[config.mk]
export PLATFORM = sky130hd
export DESIGN_NAME = serial_subtractor_4bit
export DESIGN_NICKNAME = d
export VERILOG_FILES = /design/src/rtl/serial_subtractor_4bit_pkg.sv /design/src/rtl/serial_subtractor_4bit_full_subtractor_1bit.sv /design/src/rtl/serial_subtractor_4bit.sv
export SDC_FILE = /design/constraint.sdc
export NUM_CORES = 1
export LEC_CHECK = 0
export CAP_MARGIN = 40
export CORE_MARGIN = 2
export CORE_UTILIZATION = 54
export CTS_CLUSTER_SIZE = 12
export DETAILED_ROUTE_END_ITERATION = 10
export GPL_TIMING_DRIVEN = 1
export PLACE_DENSITY = 0.88
export SYNTH_ARGS = -nofsm -noshare
export SYNTH_HDL_FRONTEND = slang
export SYNTH_SLANG_ARGS = --single-unit
[constraint.sdc]
create_clock -name clk -period 2 [get_ports clk]
set_input_delay 0.4 -clock clk [delete_from_list [all_inputs] [get_ports clk]]
set_output_delay 0.4 -clock clk [all_outputs]
set_load 0.02 [all_outputs]
[src/rtl/serial_subtractor_4bit_pkg.sv]
// Shared constants for the bit-serial subtractor: FSM encoding and counter sizing.
package serial_subtractor_4bit_pkg;

    localparam logic [1:0] S_IDLE  = 2'd0;
    localparam logic [1:0] S_SHIFT = 2'd1;
    localparam logic [1:0] S_DONE  = 2'd2;

    // Bit counter width for a given operand width, never narrower than one bit.
    function automatic int cnt_width(input int w);
        return (w < 2) ? 1 : $clog2(w);
    endfunction

endpackage

[src/rtl/serial_subtractor_4bit_full_subtractor_1bit.sv]
// One-bit full subtractor cell, x - y - bin, built from discrete gates.
module full_subtractor_1bit (
    input  logic x,
    input  logic y,
    input  logic bin,
    output logic diff,
    output logic bout
);

    logic xy;
    logic xy_n;
    logic x_n;
    logic t0;
    logic t1;

    xor g_xy   (xy, x, y);
    xor g_diff (diff, xy, bin);
    not g_xn   (x_n, x);
    and g_t0   (t0, x_n, y);
    not g_xyn  (xy_n, xy);
    and g_t1   (t1, xy_n, bin);
    or  g_bout (bout, t0, t1);

endmodule

[src/rtl/serial_subtractor_4bit.sv]
// Bit-serial two's-complement subtractor d = a - b, LSB first, with start/busy/done handshake.
//
// state   | meaning
// S_IDLE  | waiting for start; d/bout hold the last result
// S_SHIFT | one difference bit produced per clock
// S_DONE  | done pulse; a new start is accepted here as in S_IDLE
module serial_subtractor_4bit
    import serial_subtractor_4bit_pkg::*;
#(
    parameter int WIDTH = 4
) (
    input  logic             clk,
    input  logic             rst,
    input  logic             start,
    input  logic [WIDTH-1:0] a,
    input  logic [WIDTH-1:0] b,
    output logic             busy,
    output logic             done,
    output logic [WIDTH-1:0] d,
    output logic             bout
);

    localparam int                CNT_W    = cnt_width(WIDTH);
    localparam logic [CNT_W-1:0] CNT_LAST = CNT_W'(WIDTH - 1);

    logic [1:0]       state;
    logic [WIDTH-1:0] areg;
    logic [WIDTH-1:0] breg;
    logic             borrow;
    logic [CNT_W-1:0] cnt;
    logic             diff;
    logic             borrow_next;

    full_subtractor_1bit u_fs (
        .x    (areg[0]),
        .y    (breg[0]),
        .bin  (borrow),
        .diff (diff),
        .bout (borrow_next)
    );

    // busy is its own flop so it is a clean register output rather than a state decode.
    always_ff @(posedge clk) begin
        if (rst) begin
            state  <= S_IDLE;
            busy   <= 1'b0;
            done   <= 1'b0;
            d      <= '0;
            bout   <= 1'b0;
            areg   <= '0;
            breg   <= '0;
            borrow <= 1'b0;
            cnt    <= '0;
        end else begin
            case (state)
                S_IDLE, S_DONE: begin
                    done <= 1'b0;
                    if (start) begin
                        areg   <= a;
                        breg   <= b;
                        borrow <= 1'b0;
                        cnt    <= '0;
                        d      <= '0;
                        busy   <= 1'b1;
                        state  <= S_SHIFT;
                    end else begin
                        state <= S_IDLE;
                    end
                end
                S_SHIFT: begin
                    d      <= {diff, d[WIDTH-1:1]};
                    areg   <= areg >> 1;
                    breg   <= breg >> 1;
                    borrow <= borrow_next;
                    cnt    <= cnt + CNT_W'(1);
                    if (cnt == CNT_LAST) begin
                        bout  <= borrow_next;
                        done  <= 1'b1;
                        busy  <= 1'b0;
                        state <= S_DONE;
                    end
                end
                default: begin
                    busy  <= 1'b0;
                    done  <= 1'b0;
                    state <= S_IDLE;
                end
            endcase
        end
    end

endmodule

Yosys cells after proc, flatten, opt, wreduce, memory -nomap -nowiden:

Index checks and enable logic that the tools add are counted.

* add/subtract/negate cells: 1
* bitwise gates (word level): 8
* reduce and logical (&&, ||, !) cells: 7
* eq/ne operators: 5
* muxes and demuxes: 16

Operators with widths (count)
* case mux 4 bit (2 select lines): 3
* 2-to-1 mux 4 bit: 3
* case mux 2 bit (2 select lines): 2
* AND reduction 2 bit: 3
* equality test 2 bit, second input constant: 2
* 2-to-1 mux 1 bit: 4
* 2-to-1 mux 2 bit: 2
* inequality test 2 bit, second input constant: 2
* case mux 1 bit (2 select lines): 2
* OR reduction 2 bit: 2
* inverter 1 bit: 3
* adder 2 x 1 -> 2 bit, second input constant: 1
* bitwise AND 1 bit: 2
* equality test 2 x 1 -> 1 bit, second input constant: 1
* zero test 2 bit: 1
* nonzero test 2 bit: 1
* XOR 1 bit: 2
* bitwise OR 1 bit: 1

* bits in registers: 20
* output and inout bits: 7
* logic and storage cells: 46

Depth between registers and ports, before layout:

Gate-level depths: netlist (run 1).

* word-level depth: 5
* mapped depth: 5
* depth with buffers taken out: 4

Hierarchy:

Synthesis (run 1) repeated with hierarchy kept, for this count alone.

* cells, all modules: 100
* area, all modules: 894.6 sq um

Modules (own cells, without submodules)
* serial_subtractor_4bit: area each 863.3 sq um, cells each 96, seq. area each 400.4 sq um, times used 1
* full_subtractor_1bit: area each 31.3 sq um, cells each 4, seq. area each 0.0 sq um, times used 1

Worst setup path before layout (run 1):

Ideal clock, no wire load.

* kind: register to register
* from: reg borrow
* to: reg borrow
* setup slack: 0.891 ns
* period minus slack after synthesis: 1.109 ns
* arrival: 1.039 ns
* stages on the path, launching flop included: 5
* path through: dfxtp_1 inv_1 fa_1 nand2b_1 a21oi_2

* word-level cells in the longest chain between the ends: 3

RTL lines
* start, declared: line serial_subtractor_4bit.sv:29 `logic borrow;`
* start signal, assigned: line serial_subtractor_4bit.sv:74 `borrow <= borrow_next;`
* bitwise AND 1 bit: line serial_subtractor_4bit_full_subtractor_1bit.sv:21 `and g_t1 (t1, xy_n, bin);`
* bitwise OR 1 bit: line serial_subtractor_4bit_full_subtractor_1bit.sv:22 `or g_bout (bout, t0, t1);`
* case mux 1 bit (2 select lines): line serial_subtractor_4bit.sv:55 `case (state)`

Every way passes these cells.
A chain may end at the register's enable or synchronous reset.

Worst setup path in the final report (run 1):

* from: reg d[2]
* to: out d[2]

RTL lines
* start, declared: line serial_subtractor_4bit.sv:19 `output logic [WIDTH-1:0] d,`
* start signal, assigned: line serial_subtractor_4bit.sv:71 `d <= {diff, d[WIDTH-1:1]};`

No word-level cell between the ends.

==> run_results.csv, run 1 <==
group,metric,value,unit
cts,max-clock-path-buffers,2,
timing,worst_slack,299,ps
worst_setup_path,cp-start-kind,"flop",
job,maxCapViolCount,0,
timing,setup_violations,0,
worst_setup_path,crit_arrival,1300,ps
placed_design,dp_cells,136,
synthesis,yosysUniqueCellTypes,23,
timing,tns,0,ps
synthesis,syn-cell-area,995,um^2
timing,period_minus_slack,1700,ps
detailed_routing,wl_per_cell,11.7,um
die,die_area,0.00220,mm^2
timing,tightest_slew,303,ps
run_status,status,"finished, final reports clean",
worst_setup_path,crit_type,"flop to output pin",
finish,drive_gt1_share,31.3,%
power,peakVddDrop,0.489,mV
finish,final_nets,129,
cts,htreeDepth,1,
detailed_routing,first_pass_iters,3,
die,io_pins,18,
detailed_routing,drc,0,
timing,fmax,0.588,GHz
finish,num_antenna_cells,0,
die,core-area,0.00173,mm^2
min_path,min_path_type,"flop to flop",
global_route,grt_pass1_wl,2620,um
worst_setup_path,required,1600,ps
finish,seqCellArea,400,um^2
cts,hold_buffers,0,
placed_design,port_buffers,17,
placed_design,post-place-ws,401,ps
detailed_routing,drt_iter0_markers,6,
cts,tritoncts.num_buffers,3,
cts,path_clk_slew,110,ps
die,die_y,46.9,um
power,power.density,772,mW/mm^2
detailed_routing,wl_met3,51,um
worst_setup_path,path_buf_inv,1,
cts,ctsResizeCount,0,
global_route,antenna_found_initial,0,
worst_setup_path,max_stage_delay,620,ps
timing,fin_worst_skew,9.69,ps
global_route,grt_pass1_vias,623,
cts,post-cts-setup-buffers,0,
detailed_routing,routed_wl,1640,um
timing,drv_slew,0,
placed_design,hpwl,1180,um
die,rows,15,
worst_setup_path,cp-end-kind,"output pin",
timing,holdWs,473,ps
timing,relSlewSlack,79.8,%
synthesis,yosysWarningCount,0,
synthesis,syn_inst,98,
synthesis,syn-num-nets,111,
worst_setup_path,crit_fanout,3,
power,finalPower,0.917,mW
timing,rsz0062_at_grt,"false",
detailed_routing,vias_per_cell,5.04,
worst_setup_path,cp_top_family,"buffers and inverters",
detailed_routing,vias,705,
die,die_w,46.9,um
synthesis,ys_seq_area_share,40.3,%
global_route,overflow,0,
cts,clk_latency,310,ps
finish,final_cells,140,
finish,multi_input_area,489,um^2
placed_design,place.gp.congestion,0.681,
detailed_routing,routed.top_layer,"met4",
worst_setup_path,worstPathCellList,"clkdlybuf4s50_1",
cts,cts_sinks,20,
detailed_routing,drt-met1-wl,796,um
detailed_routing,postRouteAntennaNets,0,
cts,cts_tree,"yes",
worst_setup_path,slowest_stage,"clkdlybuf4s50_1",
power,leakage,0.398,nW
detailed_routing,route.met2.wl,756,um
finish,syn_to_final_growth,19.5,%
synthesis,avgSynthCellArea,10.2,um^2
global_route,grt_usage,17.1,%
cts,cts_root_buffer,"clkbuf_4",
die,initial_utilization,57.6,%
finish,fillCellCount,135,
global_route,grt_max_degree,21,
synthesis,ys_ff_latch,20,
timing,hold_violations,0,
timing,fin_crit_sh,85.0,%
-- final timing paths --
| path | slack, ps | cells past startpoint | startpoint | end |
|---|---|---|---|---|
| setup / recovery | 300 | 1 | d[2]$_SDFFE_PP0P_ | d[2] |
| hold / removal | 470 | 2 | areg[3]$_SDFFE_PP0P_ | areg[3]$_SDFFE_PP0P_ |
| setup reg to reg | 780 | 4 | borrow$_SDFFE_PP0P_ | borrow$_SDFFE_PP0P_ |
| hold reg to reg | 470 | 2 | areg[3]$_SDFFE_PP0P_ | areg[3]$_SDFFE_PP0P_ |
-- synthesized netlist by cell type --
cell      number  area, um^2
dfxtp_1       20         400
nand2_1       19        71.3
a21oi_2        9        78.8
nand3_2        9        90.1
nor2_1         7        26.3
a311oi_2       6        90.1
buf_6          4        45.0
nand2b_1       4        25.0
a21oi_1        2        10.0
buf_12         2        40.0
clkbuf_1       2        7.51
inv_1          2        7.51
nor2_2         2        12.5
a311oi_1       1        8.76
and2b_1        1        7.51
buf_2          1        5.00
fa_1           1        20.0
ha_1           1        12.5
nor2b_1        1        6.26
nor3_1         1        5.00
nor3b_2        1        12.5
o21a_1         1        7.51
o21ai_0        1        5.00
-- where the power goes --
group	switching, mW	internal (mW)	total [mW]
combinational	0.0798	0.0667	0.146
sequential	0.0149	0.421	0.436
clock	0.132	0.203	0.335
-- cell usage in the layout, fill, tap and decap left out --
cell type        instances
dfxtp_1                 20
a311oi_1                 1
and2b_1                  1
buf_4                    5
o21ai_0                  1
nand2_1                 19
nor3b_2                  1
bufinv_16                1
o21a_1                   1
nor2_2                   2
fa_1                     1
nand2b_1                 4
ha_1                     1
nor2b_1                  1
clkbuf_4                 3
clkdlybuf4s50_1         17
a311oi_2                 6
nor3_1                   1
inv_1                    2
nor2_1                   7
a21oi_1                  2
nand3_2                  9
a21oi_2                  9
-- final cells by class --
cell class,count,area share [%]
clock inverters,1,2.53
clock buffers,3,1.89
inverters,2,0.632
well taps,25,2.63
repair buffers,22,17.5
flip-flops and latches,20,33.7
multi-input cells,67,41.2
-- per-stage QoR --
stage / cell area (um^2) / utilization (%)
after floorplan: 995 / -
after global placement: 1140 / 65.8
final: 1190 / 68.8
after CTS: 1190 / 68.8
after global routing: 1190 / 68.8
after detailed placement: 1140 / 65.8
-- registers in the layout, summed over array words and instances (netlist names) --
name and count:
areg 4, borrow 1, bout 1, breg 4, busy 1, cnt 2
d 4, done 1, state 2
-- metal layers --
layer  vias to the layer above  GRT usage [%]
met5                         -              0
met4                         0           10.0
met3                         4           3.46
met2                        14           26.6
met1                       324           22.1
li1                        363              -
-- logic make-up (layout without fill, tap and decap cells) --
logic type               after synthesis  in the layout  share of synthesized area, %
AO/OA/AOI/OAI                         20             20                          20.1
AND/OR/NAND/NOR                       45             45                          25.8
adder cells (fa/ha/maj)                2              2                          3.27
flip-flops                            20             20                          40.3
buffers and inverters                 11             28                          10.6
Note: power is estimated with default switching activity, not from simulation.
==> run 2, diff against run 1 <==
- CORE_MARGIN: 2 -> 1
- RECOVER_POWER: default -> 100
==> run_results.csv, run 2 (synthesis results as in run 1) <==
group,metric,value,unit
worst_setup_path,slowest_stage,"dlygate4sd3_1",
worst_setup_path,max_stage_delay,680,ps
min_path,min_path_type,"flop to flop",
detailed_routing,wl_per_cell,12.2,um
die,io_pins,18,
cts,tritoncts.num_buffers,3,
finish,num_antenna_cells,0,
detailed_routing,drt_iter0_markers,6,
worst_setup_path,crit_fanout,3,
detailed_routing,postRouteAntennaNets,0,
detailed_routing,routed_wl,1720,um
timing,fin_worst_skew,10.6,ps
timing,holdWs,476,ps
cts,post-cts-setup-buffers,0,
timing,fin_crit_sh,87.6,%
global_route,grt_use_met2,31.0,%
global_route,use_met1,25.1,%
placed_design,hpwl,1210,um
global_route,grt_pass1_vias,649,
worst_setup_path,cp_top_family,"buffers and inverters",
cts,path_clk_slew,120,ps
power,power.density,788,mW/mm^2
cts,clk_latency,300,ps
placed_design,placed_cell_area,0.00114,mm^2
die,die_w,44.9,um
global_route,grt_use_met3,3.60,%
global_route,antenna_found_initial,0,
run_status,status,"finished, final reports clean",
timing,tns,0,ps
die,core-area,0.00173,mm^2
timing,rsz0062_at_grt,"false",
timing,drv_slew,0,
worst_setup_path,cp-start-kind,"flop",
finish,reg_top3,"areg (4), breg (4), d (4)",
timing,setup_violations,0,
timing,period_minus_slack,1750,ps
detailed_routing,first_pass_iters,4,
cts,max-clock-path-buffers,2,
worst_setup_path,worstPathCellList,"dlygate4sd3_1",
finish,syn_to_final_growth,14.6,%
worst_setup_path,cp-end-kind,"output pin",
timing,relSlewSlack,67.6,%
placed_design,place.gp.congestion,0.657,
global_route,grt_pass1_wl,2840,um
power,peakVddDrop,0.469,mV
finish,final_nets,130,
die,die_area,0.00202,mm^2
finish,final_cells,141,
cts,ctsResizeCount,0,
placed_design,dp_cells,137,
die,die_y,44.9,um
global_route,grt_max_degree,21,
detailed_routing,drc,0,
cts,cts_sinks,20,
finish,mostFrequentLayoutCells,"dfxtp_1 (20), nand2_1 (19), dlygate4sd3_1 (9), nand3_2 (8), clkdlybuf4s50_1 (8)",
detailed_routing,vias_per_cell,5.17,
global_route,grt_usage,19.1,%
die,initial_utilization,57.6,%
finish,final_area,0.00114,mm^2
finish,fillCellCount,159,
die,rows,15,
worst_setup_path,crit_type,"flop to output pin",
cts,cts_root_buffer,"clkbuf_4",
timing,hold_violations,0,
timing,fmax,0.571,GHz
timing,tightest_slew,486,ps
power,leakage,0.411,nW
worst_setup_path,crit_arrival,1350,ps
worst_setup_path,path_buf_inv,1,
job,maxCapViolCount,0,
global_route,grt_busiest_layer,"met2",
finish,drive_gt1_share,21.6,%
worst_setup_path,required,1600,ps
cts,htreeDepth,1,
global_route,overflow,0,
cts,cts_tree,"yes",
detailed_routing,vias,729,
cts,hold_buffers,0,
finish,final_common_cell,"dfxtp_1",
power,finalPower,0.898,mW
placed_design,port_buffers,17,
==> run 2: area by class of cell <==
type	instances	area, um^2	share of cell area (%)
Tap cell	25	31.3	2.74
Timing Repair Buffer	23	201	17.7
Clock inverter	1	30.0	2.63
Inverter	2	7.51	0.659
Clock buffer	3	22.5	1.98
Multi-Input combinational cell	67	447	39.2
Sequential cell	20	400	35.1
==> run 2: final timing paths <==
check / startpoint / to / slack, ps / cells after the start
worst min register to register: d[0]$_SDFFE_PP0P_ / d[0]$_SDFFE_PP0P_ / 480 / 2
worst min-delay path: d[0]$_SDFFE_PP0P_ / d[0]$_SDFFE_PP0P_ / 480 / 2
worst max register to register: state[0]$_SDFFE_PP0P_ / cnt[1]$_SDFFE_PP0P_ / 640 / 4
worst max-delay path: d[2]$_SDFFE_PP0P_ / d[2] / 250 / 1
==> run 2: metal layers <==
metal / share of wire (%) / up-vias
li1: - / 368
met1: 48 / 343
met2: 48 / 14
met3: 2.6 / 4
met4: 0.99 / 0
met5: 0 / -
==> run 2: worst reg2reg max path: cells and delay by family, from the launching register on <==
kind / cells / cell delay, ps
simple gates: 2 / 430
flops: 1 / 390
buf+inv: 1 / 330
compound gates: 1 / 140
==> run 2: stage by stage <==
stage	worst slack (ps)	util (%)
after floorplan	891	-
after global placement	434	66.2
after detailed placement	390	66.2
after CTS	295	69.3
after global routing	181	66.0
final	248	66.0
==> run 2: power breakdown <==
group | switching [mW] | internal (mW)
Sequential | 0.0157 | 0.421
Clock | 0.124 | 0.202
Combinational | 0.0767 | 0.0586
==> patch 1 (config.mk and constraints of run 1) <==
Change the parameter `WIDTH` from 4 to 6.
--- a/src/rtl/serial_subtractor_4bit.sv
+++ b/src/rtl/serial_subtractor_4bit.sv
@@ -7,7 +7,7 @@
 module serial_subtractor_4bit
     import serial_subtractor_4bit_pkg::*;
 #(
-    parameter int WIDTH = 4
+    parameter int WIDTH = 6
 ) (
     input  logic             clk,
     input  logic             rst,
Ports: changed (resized a, b and d); port bits go from 18 to 24. The function was not compared with the original's and may differ.
==> patch 1 against run 1 <==
  * Sequential cell count grew 7
  * Register-to-register slack lost 0.22 ns
  * Worst setup slack lost 0.037 ns
  * Critical endpoint is now d[5]
  * Total power grew 8.7%
  * Final area grew 16%
  * Area after synthesis grew 11%
  * Hold slack gained 0.012 ns
  * Routed wire length grew 48%
  * Largest cell class is now flip-flops and latches
==> patch 1: results (changes against run 1) <==
INFO  metric r2r_setup_slack = 0.56 ns (-0.22 ns)
INFO  metric dp_slack = 0.2298 ns (-0.1709 ns)
INFO  metric routed-via-count = 1015 (+44%)
INFO  metric clock-skew-final = 0.01047 ns (+0.0007749 ns)
INFO  metric grt_util_met1 = 0.2704 (+0.04953)
INFO  metric synthTopCellsByCount = sky130_fd_sc_hd__dfxtp_1 (27), sky130_fd_sc_hd__nor3_1 (19), sky130_fd_sc_hd__a21oi_1 (15), sky130_fd_sc_hd__nand2_1 (13), sky130_fd_sc_hd__nand3_1 (11)
INFO  metric biggestRegsByFlops = areg (6), breg (6), d (6)
INFO  metric r2r_end = bout
INFO  metric seq_area_frac_synth = 0.4898 (+0.08728)
INFO  metric arithmetic_cell_share_of_the_synthesized_area_counting_full_adders_half_adders_and_majority_gates = 0.04082 (+0.008112)
INFO  metric route.detailed.wl_per_inst = 13.66 um (+17%)
INFO  metric slew_headroom = 0.7005 (-0.09725)
INFO  metric final_cells = 177 (+26%)
INFO  metric relative_contribution_of_combinational_cells_to_total_power = 0.171 (+0.011)
INFO  metric grt_max_degree = 28 (+33%)
INFO  metric first_global_vias = 960 (+54%)
INFO  metric post_synth.cell_area_avg = 8.622 um2 (-15%)
INFO  metric gpl.final_weighted_congestion = 0.7891 (+16%)
INFO  metric hold_start = d[3]
INFO  metric worstPathArrival = 1.34 ns (+0.04 ns)
INFO  metric seq_cell_power = 0.591 mW (+36%)
INFO  metric layout-drive-gt1-share = 0.06667 (-0.2464)
INFO  metric drt_pass1_iterations = 4 (+1)
INFO  metric grt_first_pass_wirelength = 4174 um (+60%)
INFO  metric pint = 0.7285 mW (+5.5%)
INFO  metric met2_wirelength = 1261 um (+67%)
INFO  metric wl_met1 = 998 um (+25%)
INFO  metric syn-num-nets = 146 (+32%)
INFO  metric power_leakage = 0.4798 nW (+21%)
INFO  metric placed_area = 0.001345 mm2 (+18%)
INFO  metric clk_pin_slew_worst_paths = 0.15 ns (+0.04 ns)
INFO  metric place_hpwl = 1683 um (+43%)
INFO  metric grt_use_total = 0.2148 (+0.04344)
INFO  metric synthesized_area_fraction_occupied_by_xor_and_xnor_cells = 0.007937 (+0.007937)
INFO  metric synth_top_cells_by_area = sky130_fd_sc_hd__dfxtp_1 (49%), sky130_fd_sc_hd__nor3_1 (8.6%), sky130_fd_sc_hd__a21oi_1 (6.8%)
INFO  metric nNetsFinal = 169 (+31%)
INFO  metric outcome = finished clean
INFO  metric met3_wirelength = 135 um (+160%)
INFO  metric power_per_cell_area = 725.1 mW/mm2 (-6.0%)
INFO  metric hold_ws = 0.4847 ns (+0.01162 ns)
INFO  metric min_delay_worst_endpoint = d[2]
INFO  metric drt-initial-drc-count = 26 (+20)
INFO  metric synth_compound_gate_area_share = 0.1406 (-0.06067)
INFO  metric grt.met3_usage = 0.04601 (+0.01140)
INFO  metric global_route.usage.met2 = 0.3716 (+0.1059)
patch 1: cell count changes after synthesis, sizes merged, moves of 4 or more:
cell           run 1  this run
nor2               9         3
a311oi             7         2
a21oi             11        15
nand2             19        13
o22ai              0         8
dfxtp             20        27
nor3               1        19
patch 1: worst max path at each step:
| stage | startpoint | to | slack (ns) | depth (start not counted) |
|---|---|---|---|---|
| 2_1_floorplan | borrow | bout | 0.70 | 4 |
| 3_3_place_gp | start | areg[0] | 0.31 | 5 |
| 3_5_place_dp | start | areg[4] | 0.23 | 5 |
| 4_1_cts | d[5] | d[5] | 0.26 | 1 |
| 5_1_grt | d[5] | d[5] | 0.23 | 1 |
| 6_report | d[5] | d[5] | 0.26 | 1 |
patch 1: area by class of cell:
cell class / instances / area (um2)
Fill cell: 161 / 566.8
Sequential cell: 27 / 540.5
Multi-Input combinational cell: 87 / 484.2
Timing Repair Buffer: 29 / 275.3
Tap cell: 27 / 33.78
Clock buffer: 3 / 22.52
Inverter: 3 / 11.26
Clock inverter: 1 / 7.507
==> patch 2 (config.mk and constraints of run 1) <==
Without the edit above. Make the reset (`rst`) asynchronous in one clocked block.
--- a/src/rtl/serial_subtractor_4bit.sv
+++ b/src/rtl/serial_subtractor_4bit.sv
@@ -40,7 +40,7 @@
     );
 
     // busy is its own flop so it is a clean register output rather than a state decode.
-    always_ff @(posedge clk) begin
+    always_ff @(posedge clk or posedge rst) begin
         if (rst) begin
             state  <= S_IDLE;
             busy   <= 1'b0;
Behaviour: differs if rst is asserted again (counterexample within 4 cycles, from zero or initial values and one cycle with rst high); with rst held inactive, the same outputs for 10 cycles.
==> patch 2 against run 1 <==
  * Final area decreased by 8.4%
  * Register-to-register slack lost 0.15 ns
  * Count of clock-buffer cells in the layout is 1 higher
  * Clock skew fell by 0.0082 ns
  * Non-clock buffer count fell by 2
  * Global-route usage is 4.4 points higher
  * Sequential share of layout area grew 10 points
  * Sequential cell count shrank 1
  * Synthesized cell count is 19% lower
  * Area after synthesis shrank 13%
  * Routed wire length grew 3.2%
  * Worst setup slack worse by 0.041 ns
  * Largest cell class is now flip-flops and latches
Power is not compared: it rests on default switching activity, and its combinational part moved more than twofold at a synthesized area within 25%.
==> patch 2: results (changes against run 1) <==
INFO  metric grt_util_met1 = 0.2700 (+0.04907)
INFO  metric drt-initial-drc-count = 23 (+17)
INFO  metric layout-drive-gt1-share = 0.1000 (-0.2130)
INFO  metric num-fill-cells = 111 (-18%)
INFO  metric fin_crit_sh = 0.8708 (+0.02046)
INFO  metric met3_wirelength = 91 um (+78%)
INFO  metric hold_ws = 0.4141 ns (-0.05902 ns)
INFO  metric grt_max_degree = 20 (-4.8%)
INFO  metric wl_met1 = 727 um (-8.7%)
INFO  metric min_path_type = in -> async
INFO  metric syn_inst = 79 (-19%)
INFO  metric synth_top_cells_by_area = sky130_fd_sc_hd__dfrtp_1 (55%), sky130_fd_sc_hd__a22o_1 (5.1%), sky130_fd_sc_hd__nand2_1 (3.0%)
INFO  metric global_route.usage.met2 = 0.3441 (+0.07836)
INFO  metric dp_slack = 0.3774 ns (-0.02332 ns)
INFO  metric gpl.final_weighted_congestion = 0.8361 (+23%)
INFO  metric worstPathArrival = 1.34 ns (+0.04 ns)
INFO  metric clock-skew-final = 0.001486 ns (-0.008208 ns)
INFO  metric seq_area_frac_synth = 0.5483 (+0.1458)
INFO  metric synthDistinctLibCells = 26 (+13%)
INFO  metric synth.top_cell.area_share = 0.5483 (+0.1458)
INFO  metric routed-via-count = 678 (-3.8%)
INFO  metric combined_area_of_the_multi_input_logic_cells = 359.1 um2 (-27%)
INFO  metric wl = 1688 um (+3.2%)
INFO  metric worst_r2r_startpoint = state[0]
INFO  metric route.detailed.wl_per_inst = 14.55 um (+25%)
INFO  metric worst_slew_pin_slew = 0.4715 ns (+0.1681 ns)
INFO  metric outcome = finished clean
INFO  metric synth_mux_area_frac = 0.06205 (+0.06205)
INFO  metric arithmetic_cell_share_of_the_synthesized_area_counting_full_adders_half_adders_and_majority_gates = 0.03752 (+0.004814)
INFO  metric grt_first_pass_wirelength = 2918 um (+12%)
INFO  metric r2r_end = d[0]
INFO  metric place_hpwl = 1254 um (+6.5%)
INFO  metric dp_cells = 112 (-18%)
INFO  metric met2_wirelength = 821 um (+8.6%)
INFO  metric synth_compound_gate_area_share = 0.1544 (-0.04686)
INFO  metric first_global_vias = 691 (+11%)
-- patch 2: cell count changes in the layout (fill, tap and decap cells not counted), sizes merged, moves of 4 or more --
cell    before  now
a21oi       11    3
a22o         0    5
a311oi       7    0
dfrtp        0   19
dfxtp       20    0
nand2       19    7
nand3        9    2
o21ai        1    5
-- patch 2: how the worst min path moves through the flow --
stage                    end  depth (start not counted)
floorplan            areg[0]                          1
global placement        bout                          2
detailed placement      bout                          2
CTS                 state[0]                          3
global route         breg[1]                          3
finish               breg[1]                          3
-- patch 2: kinds of logic (layout without fill, tap and decap cells) --
group | after synthesis | in the layout
AOI/OAI and AO/OA | 20 | 20
adders and majority gates | 2 | 2
buffers and inverters | 7 | 28
DFF | 19 | 19
muxes | 5 | 5
and+or+nand+nor | 26 | 26
-- patch 2: area by class of cell --
type | count | area share
clock buffer | 4 | 0.02414
timing repair buffer | 20 | 0.1770
inverter | 4 | 0.01379
tap | 16 | 0.01839
sequential | 19 | 0.4368
multi-input combinational | 53 | 0.3299
